## src/rtl/mem_arb_pkg.sv

```systemverilog
// Shared types and widths for the two-master native memory port arbiter.
// Pure declarations; no logic.
package mem_arb_pkg;

    localparam int ADDR_W = 32;
    localparam int DATA_W = 32;
    localparam int STRB_W = 4;
    localparam int WDOG_W = $clog2(65536);

    typedef enum logic {
        IDLE = 1'b0,
        BUSY = 1'b1
    } state_t;

    typedef struct packed {
        logic              instr;
        logic [ADDR_W-1:0] addr;
        logic [DATA_W-1:0] wdata;
        logic [STRB_W-1:0] wstrb;
    } req_t;

endpackage

```

## src/rtl/mem_arb_wdog.sv

```systemverilog
// Watchdog cycle counter; expire flags the TIMEOUT-th counted cycle.
// Latency: expire is combinational from the count register.
// Backpressure: none; clear has priority over enable.
module mem_arb_wdog
    import mem_arb_pkg::*;
#(
    parameter int TIMEOUT = 1023
) (
    input  logic clk,
    input  logic resetn,
    input  logic clr,
    input  logic en,
    output logic expire
);

    localparam logic [WDOG_W-1:0] LAST = WDOG_W'(TIMEOUT - 1);

    logic [WDOG_W-1:0] cnt;

    always_ff @(posedge clk) begin
        if (!resetn) begin
            cnt <= '0;
        end else if (clr) begin
            cnt <= '0;
        end else if (en) begin
            cnt <= cnt + 1'b1;
        end
    end

    assign expire = (cnt == LAST);

endmodule

```

## src/rtl/mem_arbiter2.sv

```systemverilog
// Round-robin arbiter sharing one valid/ready memory port between two masters.
// Latency: grant one cycle after request; owner ready is combinational from s_ready.
// Backpressure: owner held until s_ready or watchdog expiry; one IDLE cycle between grants.
module mem_arbiter2
    import mem_arb_pkg::*;
#(
    parameter int TIMEOUT = 1023
) (
    input  logic              clk,
    input  logic              resetn,
    input  logic              m0_valid,
    input  logic              m0_instr,
    input  logic [ADDR_W-1:0] m0_addr,
    input  logic [DATA_W-1:0] m0_wdata,
    input  logic [STRB_W-1:0] m0_wstrb,
    output logic              m0_ready,
    output logic [DATA_W-1:0] m0_rdata,
    input  logic              m1_valid,
    input  logic              m1_instr,
    input  logic [ADDR_W-1:0] m1_addr,
    input  logic [DATA_W-1:0] m1_wdata,
    input  logic [STRB_W-1:0] m1_wstrb,
    output logic              m1_ready,
    output logic [DATA_W-1:0] m1_rdata,
    output logic              s_valid,
    output logic              s_instr,
    output logic [ADDR_W-1:0] s_addr,
    output logic [DATA_W-1:0] s_wdata,
    output logic [STRB_W-1:0] s_wstrb,
    input  logic              s_ready,
    input  logic [DATA_W-1:0] s_rdata,
    output logic [1:0]        gnt,
    output logic              timeout_err
);

    state_t state, state_nxt;
    logic   owner, last_owner;
    logic   busy, own_valid, expire, forced, done, pick;
    logic   wdog_clr, wdog_en;
    req_t   m0_req, m1_req, own_req;

    assign m0_req    = {m0_instr, m0_addr, m0_wdata, m0_wstrb};
    assign m1_req    = {m1_instr, m1_addr, m1_wdata, m1_wstrb};
    assign own_req   = owner ? m1_req : m0_req;
    assign own_valid = owner ? m1_valid : m0_valid;

    assign busy   = (state == BUSY);
    // a real slave response in the expiry cycle wins over the watchdog
    assign forced = busy & ~s_ready & expire;
    assign done   = busy & (s_ready | forced);
    assign pick   = (m0_valid & m1_valid) ? ~last_owner : m1_valid;

    assign wdog_clr = ~busy | s_ready | expire;
    assign wdog_en  = busy & ~s_ready;

    mem_arb_wdog #(.TIMEOUT(TIMEOUT)) u_wdog (
        .clk    (clk),
        .resetn (resetn),
        .clr    (wdog_clr),
        .en     (wdog_en),
        .expire (expire)
    );

    always_ff @(posedge clk) begin
        if (!resetn) begin
            state <= IDLE;
        end else begin
            state <= state_nxt;
        end
    end

    always_comb begin
        state_nxt = state;
        case (state)
            IDLE:    if (m0_valid | m1_valid) state_nxt = BUSY;
            BUSY:    if (done)                state_nxt = IDLE;
            default: state_nxt = IDLE;
        endcase
    end

    always_comb begin
        s_valid  = 1'b0;
        gnt      = 2'b00;
        m0_ready = 1'b0;
        m1_ready = 1'b0;
        m0_rdata = '0;
        m1_rdata = '0;
        if (busy) begin
            s_valid = own_valid & ~forced;
            if (owner) begin
                gnt      = 2'b10;
                m1_ready = s_ready | forced;
                m1_rdata = forced ? '0 : s_rdata;
            end else begin
                gnt      = 2'b01;
                m0_ready = s_ready | forced;
                m0_rdata = forced ? '0 : s_rdata;
            end
        end
    end

    always_ff @(posedge clk) begin
        if (!resetn) begin
            owner       <= 1'b0;
            last_owner  <= 1'b1;
            timeout_err <= 1'b0;
        end else begin
            if (!busy && (m0_valid || m1_valid)) owner <= pick;
            if (done)   last_owner  <= owner;
            if (forced) timeout_err <= 1'b1;
        end
    end

    assign s_instr = own_req.instr;
    assign s_addr  = own_req.addr;
    assign s_wdata = own_req.wdata;
    assign s_wstrb = own_req.wstrb;

endmodule

```

## config.mk

```make
export PLATFORM = sky130hd
export DESIGN_NAME = mem_arbiter2
export DESIGN_NICKNAME = d
export VERILOG_FILES = /design/src/rtl/mem_arb_pkg.sv /design/src/rtl/mem_arb_wdog.sv /design/src/rtl/mem_arbiter2.sv
export SDC_FILE = /design/constraint.sdc
export NUM_CORES = 1
export LEC_CHECK = 0
export BUFFER_PORTS_ARGS = -buffer_cell sky130_fd_sc_hd__buf_2
export CELL_PAD_IN_SITES_DETAIL_PLACEMENT = 0
export CELL_PAD_IN_SITES_GLOBAL_PLACEMENT = 2
export CORE_MARGIN = 1
export CORE_UTILIZATION = 13
export DETAILED_ROUTE_END_ITERATION = 16
export GPL_TIMING_DRIVEN = 0
export HOLD_SLACK_MARGIN = 0.08
export PLACE_DENSITY_LB_ADDON = 0.08
export SYNTH_ARGS = -nofsm -noshare
export SYNTH_HDL_FRONTEND = slang
export SYNTH_SLANG_ARGS = --single-unit
export TNS_END_PERCENT = 30
```

## constraint.sdc

```tcl
create_clock -name clk -period 2.4 [get_ports clk]
set_input_delay 0.24 -clock clk [delete_from_list [all_inputs] [get_ports clk]]
set_output_delay 0.24 -clock clk [all_outputs]
set_load 0.01 [all_outputs]
```

==> results.md <==
- Vias in the first global route: 3,034
- Peak Freq: 425 MHz
- Htree depth: 1
- Mapped Area: 2230 µm²
- # setup viols final: 0
- Final cell count without fillers: 805
- Die area: 17,700 µm²
- RSZ-0062 raised after global routing: yes
- GP Congestion: 0.784
- Final hold violations: 0
- Power Density: 322 nW/µm²
- Adder-cell share of the synthesized area: 1.12%
- Pwr Total: 1.46 mW
- Initial Utilization: 13.4%
- Crit path DAT: 2.11 ns
- Yosys warns: 0
- Top-Level Pins: 314
- Routed wire length: 13,100 µm
- Simple-Gate Fraction of Synth Area: 33.4%
- Synth cell types: 35
- Slew Viols, Final: 0
- Vias: 3,097
- Avg WL per Cell: 16.3 µm
- P_sw: 0.468 mW
- Worst setup margin: 0.0468 ns
- Worst-Margin Slew: 0.565 ns
- Avg Inst Size Synth: 8.48 µm²
- Initial antenna violation count: 0
- Worst endpoint required time: 2.16 ns
- Peak supply drop: 0.000177 V
- Grt ovf: 0
- Num CTS Buffers: 3
- Tot GR Track Use: 14.0%
- Period minus WS final: 2.35 ns
- DRC: 0
- Status: completed
- Drt first-iter violations: 50
- Worst-path clk slew: 0.05 ns
- Post-Place Cells: 796
- Gate Count Post-Synth: 263
- Area of placed instances: 4070 µm²
- Combinational family with the most area after synthesis: multiplexers
- Reg power frac: 23.2%
- Horiz. Die Dim: 133 µm
- Logic pwr share: 53.9%
- Post-Layout Inst Area: 4550 µm²
- Cts hold-fix bufs: 0
- Critical path class: reg2out
- DPL Wire Length: 11,400 µm
- Die Height: 133 µm
- Layout cells sized above 1: 75.7%
- TritonCTS clock tree: done
- Core Rows: 47
- Fin crit share: 98.0%
- CTS max path bufs: 2
- Clock Skews: 0.00121 ns
- Clk network pwr share: 22.9%
- Final net count: 763
- Synth Area in Compound Gates: 3.59%
- Leak: 2.30 nW
- CTS Sinks: 20
- Syn-to-layout area delta: 104%
- XOR/XNOR share of the synthesized area: 4.71%
- Setup crit end kind: output pin
- Net Sw Frac: 32.0%
- Syn nets: 440
- Hold Crit Class: in2reg
- Sequential fraction of the synthesis area: 17.9%
- Synthesized flop and latch total: 20
- Skew-Pair Late Insertion Delay: 0.25 ns
- First-pass GRT wire length: 18,500 µm
- Post-synthesis mux area share: 34.8%
- Setup crit start kind: flip-flop
- Largest net degree at the start of global routing: 11
- Slew Limit Headroom: 62.3%
- Crit path max fanout: 8
- Drt pass-1 iters: 4
- Root buffer cell: clkbuf_16
- Antenna Nets Post-Route: 0
- Power Internal: 0.995 mW
- Vias/cell: 3.85
- Max_cap viols: 0
- Port bufs: 313
- Worst slack, placed: -0.203 ns
- Placeable Area: 16,600 µm²
## logic make-up after synthesis
kind of cell,Yosys count
DFF,20
buffers and inverters,25
adders and majority gates,2
muxes,69
AOI/OAI and AO/OA,13
and+or+nand+nor,122
xor gates and xnor gates,12
## worst max-delay path, stage by stage, from the launching register on
cell     delay [ns]
dfxtp_2        0.34
or4_4          0.55
nor4_4         0.21
buf_4          0.19
a21oi_4        0.13
buf_8          0.17
and2_4         0.14
buf_2          0.13
## sequential cells by signal, indices dropped and copies added, names as in the netlist
signal and cells:
u_wdog.cnt 16, timeout_err 1, owner 1, last_owner 1
busy 1
## cell type report
class,count,area (µm²)
Timing Repair Buffer,320,1790
Sequential cell,20,404
Antenna cell,1,2.50
Clock buffer,3,75.1
Tap cell,220,275
Buffer,16,130
Fill cell,1884,12100
Inverter,7,26.3
Multi-Input combinational cell,218,1840
## routing by layer
| metal | global-route usage [%] | share of wire, % | wire [µm] |
|---|---|---|---|
| met5 | 0 | 0 | 0 |
| met4 | 2.94 | 1.2 | 157 |
| met3 | 3.22 | 7.1 | 931 |
| met2 | 29.0 | 58 | 7610 |
| met1 | 13.7 | 34 | 4410 |
## worst paths after layout
kind,start,end,slack (ns),cells after the start
min,resetn,timeout_err,0.26,2
max,u_wdog.cnt[10],m0_rdata[13],0.05,7
max reg2reg,u_wdog.cnt[10],busy,0.34,7
min reg2reg,timeout_err,timeout_err,0.46,1
## power by group through the flow
stage / Combinational [mW] / Clock (mW) / Sequential [mW]
4_1_cts: 0.723 / 0.351 / 0.339
5_1_grt: 0.847 / 0.365 / 0.340
2_1_floorplan: 0.321 / 0 / 0.347
3_5_place_dp: 0.685 / 0 / 0.347
6_report: 0.789 / 0.334 / 0.340
3_3_place_gp: 0.683 / 0 / 0.347
## metrics by stage
step	hold slack, ns	util (%)	setup TNS [ns]
floorplan	0.357	-	0
global placement	0.447	24.5	-10.88
detailed placement	0.454	24.5	-10.53
CTS	0.255	25.8	0
global route	0.279	27.3	-0.0636
finish	0.256	27.3	0
## Yosys cell counts (all sizes together)
| library cell | instances | area share [%] |
|---|---|---|
| a21oi | 5 | 1.1 |
| inv | 7 | 1.2 |
| or4bb | 1 | 0.50 |
| nor2 | 20 | 3.4 |
| nor3 | 3 | 0.67 |
| or2 | 1 | 0.28 |
| and2 | 65 | 18 |
| and4b | 1 | 0.45 |
| nand3b | 3 | 1.2 |
| dfxtp | 20 | 18 |
| o31ai | 2 | 0.67 |
| mux2 | 69 | 35 |
| nor4 | 6 | 2.4 |
| ha | 2 | 1.1 |
| buf | 2 | 0.50 |
| xor2 | 3 | 1.2 |
| nand4 | 5 | 2.1 |
| xnor2 | 9 | 3.5 |
| nor2b | 1 | 0.28 |
| o21a | 1 | 0.34 |
| nand2 | 6 | 1.0 |
| a22oi | 1 | 0.34 |
| nand2b | 1 | 0.28 |
| a221o | 1 | 0.45 |
| or3 | 1 | 0.28 |
| o21ai | 3 | 0.67 |
| nand4b | 1 | 0.39 |
| clkbuf | 16 | 2.7 |
| or4 | 3 | 1.2 |
| nand3 | 4 | 0.90 |
## placed cells by master, fill, tap and decap left out, types with 9 or more instances in the layout
cell and n:
buf_2 288, mux2_2 69, and2_1 39, buf_6 27
and2_4 26, nor2_1 20, dfxtp_1 17, xnor2_1 9
## timing repair
item | CTS | global route
buffers inserted | 3 | 1
setup endpoints to repair | 65 | 87
pin swaps | 4 | 12
gates resized for setup | 28 | 70
cloned | 3 | 0
Note: power is estimated with default switching activity, not from simulation.
